[src/rtl/sub_64bit_pipe_if.sv]
// Operand/result handshake bundle for the pipelined subtractor.
// The master side drives operands and consumes results; the slave side is the subtractor.
interface sub_64bit_pipe_if #(
  parameter int unsigned WIDTH = 64
);
  logic             in_valid;
  logic             in_ready;
  logic [WIDTH-1:0] in_a;
  logic [WIDTH-1:0] in_b;
  logic             in_borrow;
  logic             out_valid;
  logic             out_ready;
  logic [WIDTH-1:0] out_d;
  logic             out_borrow;
  logic             out_overflow;
  logic             out_zero;
  logic             out_lt_s;

  modport master (
    output in_valid, in_a, in_b, in_borrow, out_ready,
    input  in_ready, out_valid, out_d, out_borrow, out_overflow, out_zero, out_lt_s
  );

  modport slave (
    input  in_valid, in_a, in_b, in_borrow, out_ready,
    output in_ready, out_valid, out_d, out_borrow, out_overflow, out_zero, out_lt_s
  );
endinterface

[src/rtl/sub_64bit_pipe.sv]
// Two-stage pipelined subtractor: a - b - borrow computed as a + ~b + ~borrow with a
// radix-2 group prefix tree. S1 holds bitwise and 2-bit group g/p, S2 finishes the tree.
module sub_64bit_pipe #(
  parameter int unsigned WIDTH = 64
) (
  input logic              clk,
  input logic              rstn,
  sub_64bit_pipe_if.slave  bus
);
  localparam int unsigned NumGrp = WIDTH / 2;
  localparam int unsigned NumLvl = $clog2(NumGrp);

  logic                s1_valid_q;
  logic [WIDTH-1:0]    a_q, nb_q, g_q, p_q;
  logic                cin_q;
  logic [NumGrp-1:0]   gg_q, gp_q;

  logic                out_valid_q;
  logic [WIDTH-1:0]    out_d_q;
  logic                out_borrow_q, out_overflow_q, out_zero_q, out_lt_s_q;

  logic                s2_free, s1_move, accept;
  logic [WIDTH-1:0]    nb_in, g_in, p_in;
  logic [NumGrp-1:0]   gg_in, gp_in;

  logic [NumGrp-1:0]   gk, pk, gn, pn;
  logic [NumGrp:0]     cg;
  logic [WIDTH-1:0]    carry, sum;
  logic                cout, ovf;

  // Operands and odd-bit generates ride along in S1 but the sum only needs p and the carries.
  logic                unused_s1;
  assign unused_s1 = ^{a_q, nb_q, g_q};

  assign s2_free      = ~out_valid_q | bus.out_ready;
  assign s1_move      = s1_valid_q & s2_free;
  assign bus.in_ready = rstn & (~s1_valid_q | s2_free);
  assign accept       = bus.in_valid & bus.in_ready;

  always_comb begin
    nb_in = ~bus.in_b;
    g_in  = bus.in_a & nb_in;
    p_in  = bus.in_a ^ nb_in;
    gg_in = '0;
    gp_in = '0;
    for (int j = 0; j < int'(NumGrp); j++) begin
      gg_in[j] = g_in[2*j+1] | (p_in[2*j+1] & g_in[2*j]);
      gp_in[j] = p_in[2*j+1] & p_in[2*j];
    end
  end

  // Kogge-Stone over the 2-bit groups, then expand back to per-bit carries.
  always_comb begin
    gk = gg_q;
    pk = gp_q;
    gn = '0;
    pn = '0;
    for (int l = 0; l < int'(NumLvl); l++) begin
      gn = gk;
      pn = pk;
      for (int j = (1 << l); j < int'(NumGrp); j++) begin
        gn[j] = gk[j] | (pk[j] & gk[j-(1<<l)]);
        pn[j] = pk[j] & pk[j-(1<<l)];
      end
      gk = gn;
      pk = pn;
    end
    cg    = {gk | (pk & {NumGrp{cin_q}}), cin_q};
    carry = '0;
    for (int j = 0; j < int'(NumGrp); j++) begin
      carry[2*j]   = cg[j];
      carry[2*j+1] = g_q[2*j] | (p_q[2*j] & cg[j]);
    end
    sum  = p_q ^ carry;
    cout = cg[NumGrp];
    ovf  = carry[WIDTH-1] ^ cout;
  end

  always_ff @(posedge clk) begin
    if (!rstn) begin
      s1_valid_q     <= 1'b0;
      a_q            <= '0;
      nb_q           <= '0;
      g_q            <= '0;
      p_q            <= '0;
      cin_q          <= 1'b0;
      gg_q           <= '0;
      gp_q           <= '0;
      out_valid_q    <= 1'b0;
      out_d_q        <= '0;
      out_borrow_q   <= 1'b0;
      out_overflow_q <= 1'b0;
      out_zero_q     <= 1'b0;
      out_lt_s_q     <= 1'b0;
    end else begin
      if (accept) begin
        a_q   <= bus.in_a;
        nb_q  <= nb_in;
        g_q   <= g_in;
        p_q   <= p_in;
        cin_q <= ~bus.in_borrow;
        gg_q  <= gg_in;
        gp_q  <= gp_in;
      end
      s1_valid_q <= accept | (s1_valid_q & ~s2_free);
      if (s1_move) begin
        out_d_q        <= sum;
        out_borrow_q   <= ~cout;
        out_overflow_q <= ovf;
        out_zero_q     <= (sum == '0);
        out_lt_s_q     <= sum[WIDTH-1] ^ ovf;
      end
      out_valid_q <= s1_move | (out_valid_q & ~bus.out_ready);
    end
  end

  assign bus.out_valid    = out_valid_q;
  assign bus.out_d        = out_d_q;
  assign bus.out_borrow   = out_borrow_q;
  assign bus.out_overflow = out_overflow_q;
  assign bus.out_zero     = out_zero_q;
  assign bus.out_lt_s     = out_lt_s_q;
endmodule

[src/flat_wrapper.sv]
// flat-port wrapper written by rule: the top's interface ports become plain ports
module sub_64bit_pipe_flat 
#(
  parameter int unsigned WIDTH = 64
)
  (clk, rstn, bus_in_valid, bus_in_a, bus_in_b, bus_in_borrow, bus_out_ready, bus_in_ready, bus_out_valid, bus_out_d, bus_out_borrow, bus_out_overflow, bus_out_zero, bus_out_lt_s);
  sub_64bit_pipe_if #(.WIDTH(WIDTH)) bus_i ();
  input logic clk;
  input logic rstn;
  input wire logic [$bits(bus_i.in_valid)-1:0] bus_in_valid;
  input wire logic [$bits(bus_i.in_a)-1:0] bus_in_a;
  input wire logic [$bits(bus_i.in_b)-1:0] bus_in_b;
  input wire logic [$bits(bus_i.in_borrow)-1:0] bus_in_borrow;
  input wire logic [$bits(bus_i.out_ready)-1:0] bus_out_ready;
  output wire logic [$bits(bus_i.in_ready)-1:0] bus_in_ready;
  output wire logic [$bits(bus_i.out_valid)-1:0] bus_out_valid;
  output wire logic [$bits(bus_i.out_d)-1:0] bus_out_d;
  output wire logic [$bits(bus_i.out_borrow)-1:0] bus_out_borrow;
  output wire logic [$bits(bus_i.out_overflow)-1:0] bus_out_overflow;
  output wire logic [$bits(bus_i.out_zero)-1:0] bus_out_zero;
  output wire logic [$bits(bus_i.out_lt_s)-1:0] bus_out_lt_s;
  assign bus_i.in_valid = bus_in_valid;
  assign bus_i.in_a = bus_in_a;
  assign bus_i.in_b = bus_in_b;
  assign bus_i.in_borrow = bus_in_borrow;
  assign bus_i.out_ready = bus_out_ready;
  assign bus_in_ready = bus_i.in_ready;
  assign bus_out_valid = bus_i.out_valid;
  assign bus_out_d = bus_i.out_d;
  assign bus_out_borrow = bus_i.out_borrow;
  assign bus_out_overflow = bus_i.out_overflow;
  assign bus_out_zero = bus_i.out_zero;
  assign bus_out_lt_s = bus_i.out_lt_s;
  sub_64bit_pipe #(.WIDTH(WIDTH)) u_core (.clk(clk), .rstn(rstn), .bus(bus_i));
endmodule
[config.mk]
export PLATFORM = sky130hd
export DESIGN_NAME = sub_64bit_pipe_flat
export DESIGN_NICKNAME = d
export VERILOG_FILES = /design/src/rtl/sub_64bit_pipe_if.sv /design/src/rtl/sub_64bit_pipe.sv /design/src/flat_wrapper.sv
export SDC_FILE = /design/constraint.sdc
export NUM_CORES = 1
export LEC_CHECK = 0
export BUFFER_PORTS_ARGS = -buffer_cell sky130_fd_sc_hd__clkbuf_2
export CORE_MARGIN = 1
export CORE_UTILIZATION = 30
export CTS_BUF_LIST = sky130_fd_sc_hd__clkbuf_2 sky130_fd_sc_hd__clkbuf_4 sky130_fd_sc_hd__clkbuf_8
export CTS_CLUSTER_DIAMETER = 60
export DETAILED_ROUTE_END_ITERATION = 8
export HOLD_SLACK_MARGIN = 0.03
export PLACE_DENSITY_LB_ADDON = 0.12
export RECOVER_POWER = 25
export SYNTH_ARGS = -nofsm -noshare
export SYNTH_HDL_FRONTEND = slang
export SYNTH_SLANG_ARGS = --single-unit
[constraint.sdc]
create_clock -name clk -period 9.47 [get_ports clk]
set_clock_uncertainty 0.1 [all_clocks]
set_input_delay 2.3675 -clock clk [delete_from_list [all_inputs] [get_ports clk]]
set_output_delay 2.3675 -clock clk [all_outputs]
set_load 0.05 [all_outputs]
==> metrics.yaml <==
run_status:
  status: "finished, violations left"
  failed_checks: "max-capacitance violations, max-slew violations"
synth:
  ys_warn_count: 0
  synth_top_area_cell: "dfxtp_1"
  yosysUniqueCellTypes: 53
  synthCells: 1367
  synth.most_common_cell: "nand2_1"
  ys_seq_area_share_pct: 41.8
  synth_area_leaders: "dfxtp_1 42%, nand2_1 13%, ha_1 11%"
  synth_area_mm2: 0.0111
  ys_ff_latch: 231
  synth_edf_count: 0
  synth_flop_cell: "dfxtp_1"
  synthTopCellsByCount: "371 x nand2_1, 231 x dfxtp_1, 131 x a21boi_0, 120 x nand3_1, 96 x ha_1"
  async_flop_share_pct: 0
  synth.net_count: 1596
  syn_avg_cell_area_um2: 8.10
  yosysTopAreaCellShare_pct: 41.8
setup_path:
  path_cells: "buf_6 > a21boi_0 > clkbuf_2"
  r2r_cells: 15
  r2r_setup_slack_ps: 5120
  worstPathMaxFanout: 126
  critPathKind: "input pin to output pin"
  slowest_stage: "buf_6"
  worstPathRequired_ps: 7000
  endpoint_kind: "output pin"
  max_stage_delay_ps: 570
  setup.worst_path.end: "bus_in_ready"
  critPathLaunchType: "input pin"
  crit_arrival_ps: 4040
  crit_path_start: "rstn"
  timing.rr.end: "u_core.bus.out_zero$_SDFFE_PN0P_"
  r2r_start: "u_core.cin_q$_SDFFE_PN0P_"
detailed_routing:
  wl_per_cell_um: 15.9
  drt_first_pass_iters: 4
  final_antenna_net_count: 0
  first_iter_violations: 448
  avgViaCountPerCell: 4.73
  wl_mm: 32.4
  drc_errors: 0
  vias: 9636
finish:
  insertedDiodeCount: 0
  instances_no_fill: 2038
  area_growth_pct: 19.5
  fill_cells: 3945
  drive_gt1_share_pct: 14.7
  fin_nets: 1771
clocking:
  cts_made_buffers: 42
  hold_buffers: 0
  cts_resized: 0
  ctsLongestPathBuffers: 3
  cts_tree: "yes"
  clkTransAtPathRegs_ps: 50
  cts_setup_buffers: 0
  cts.sinks: 231
  clk_latency_ps: 540
  htree_levels: 2
  clockRootBuffer: "clkbuf_8"
grt:
  antenna_found_initial: 1
  grt_max_degree: 127
  grt_pass1_wl_mm: 51.2
  grt_pass1_vias: 9307
  grt_overflow: 0
  groute.usage.overall_pct: 17.1
power_and_ir_drop:
  p_total_mw: 2.41
  p_per_area_mw_per_mm2: 182
  leakagePower_nw: 5.99
  ir_drop_v: 0.0000778
placement:
  port_buffers: 202
  dp.cells: 1966
  dp_hpwl_mm: 22.8
  gp_congestion: 0.748
  pre_cts_ws_ps: 2990
timing:
  rsz0062_at_grt: "no"
  setup_tns_ps: 0
  timing.final.ws_setup_ps: 2960
  hold_viol: 0
  post-route-min-period_ps: 6510
  tightestPinTransition_ps: 3530
  fmax_ghz: 0.154
  min_period_over_period_pct: 68.7
  finalSetupViolations: 0
  slew_headroom_pct: -136
  slew_violations: 71
die:
  start_util_pct: 30.4
  io_pins: 203
  die_h_um: 194
  die-area_mm2: 0.0377
  core-area_mm2: 0.0364
  die_w_um: 194
  core.rowCount: 70
flow_run:
  maxCapViolCount: 1
min_path:
  hp-class: "flop to flop"
## cells by family (layout without fill, tap and decap cells)
family,count (synthesis),count (layout),share of synthesized area (%)
mux,4,4,0.362
fa+ha+maj,96,96,10.8
xor+xnor,32,32,2.53
compound gates,270,270,16.9
flops,231,231,41.8
simple gates,592,592,22.8
buf+inv,142,345,4.81
## power by group
group          total, mW  switching, mW  internal [mW]
Sequential          1.06         0.0386           1.03
Clock              0.980          0.411          0.569
Combinational      0.369          0.239          0.130
Total               2.41          0.689           1.72
## registers in the layout (all words and copies together), names as in the netlist
signal / flops
u_core.bus.out_d: 64
u_core.p_q: 64
u_core.g_q: 32
u_core.gg_q: 32
u_core.gp_q: 32
u_core.bus.out_borrow: 1
u_core.bus.out_lt_s: 1
u_core.bus.out_overflow: 1
u_core.bus.out_valid: 1
u_core.bus.out_zero: 1
u_core.cin_q: 1
u_core.s1_valid_q: 1
## metrics by stage
stage / hold slack [ps] / instance area [um^2] / utilization (%)
after floorplan: 334 / 11100 / -
after global placement: 343 / 12400 / 34.2
after detailed placement: 346 / 12400 / 34.2
after CTS: 355 / 13300 / 36.6
after global routing: 374 / 13200 / 36.3
final: 353 / 13200 / 36.3
## area by class of cell
class | instances | area [um^2] | share of cell area [%]
tap | 468 | 586 | 4.43
multi-input combinational | 994 | 5940 | 44.9
clock inverter | 1 | 5.00 | 0.0378
sequential | 231 | 4620 | 35.0
inverter | 66 | 248 | 1.87
timing repair buffer | 207 | 966 | 7.30
clock buffer | 71 | 865 | 6.53
## layer usage
| layer | wire [um] | vias to the layer above | global-route usage, % |
|---|---|---|---|
| met1 | 15300 | 4420 | 22.7 |
| met2 | 14800 | 209 | 28.1 |
| met3 | 1630 | 49 | 3.37 |
| met4 | 653 | 0 | 4.64 |
| met5 | 0 | - | 0 |
| li1 | - | 4958 | - |
## critical path, delay by kind of cell
kind            cells  cell delay (ps)
compound gates      1              560
buf+inv             2              980
## worst min-delay path by stage
stage / from / end / cells after the start
2_1_floorplan: u_core.g_q[0]$_SDFFE_PN0P_ / u_core.g_q[0]$_SDFFE_PN0P_ / 2
3_3_place_gp: u_core.g_q[24]$_SDFFE_PN0P_ / u_core.g_q[24]$_SDFFE_PN0P_ / 2
3_5_place_dp: u_core.g_q[48]$_SDFFE_PN0P_ / u_core.g_q[48]$_SDFFE_PN0P_ / 2
4_1_cts: u_core.g_q[62]$_SDFFE_PN0P_ / u_core.g_q[62]$_SDFFE_PN0P_ / 2
5_1_grt: u_core.g_q[52]$_SDFFE_PN0P_ / u_core.g_q[52]$_SDFFE_PN0P_ / 2
6_report: u_core.g_q[62]$_SDFFE_PN0P_ / u_core.g_q[62]$_SDFFE_PN0P_ / 2
## layout by cell type, fill, tap and decap left out, drive strengths merged, types with 2 or more instances in the layout
| master | netlist | layout |
|---|---|---|
| nor2 | 43 | 43 |
| nor4 | 15 | 15 |
| buf | 13 | 5 |
| a21boi | 131 | 131 |
| and2 | 6 | 6 |
| nand3 | 120 | 120 |
| a21o | 20 | 20 |
| inv | 66 | 66 |
| nand2 | 372 | 372 |
| o211a | 9 | 9 |
| a31o | 3 | 3 |
| xnor2 | 28 | 28 |
| or2 | 3 | 3 |
| a211o | 2 | 2 |
| nand4 | 6 | 6 |
| nor3 | 8 | 8 |
| o21ai | 38 | 38 |
| o31a | 2 | 2 |
| o31ai | 2 | 2 |
| mux2i | 4 | 4 |
| clkbuf | 63 | 273 |
| a21oi | 48 | 48 |
| nand2b | 2 | 2 |
| and3 | 4 | 4 |
| a211oi | 2 | 2 |
| o21a | 2 | 2 |
| xor2 | 4 | 4 |
| dfxtp | 231 | 231 |
| nor2b | 8 | 8 |
| ha | 96 | 96 |
Note: power is estimated with default switching activity, not from simulation.
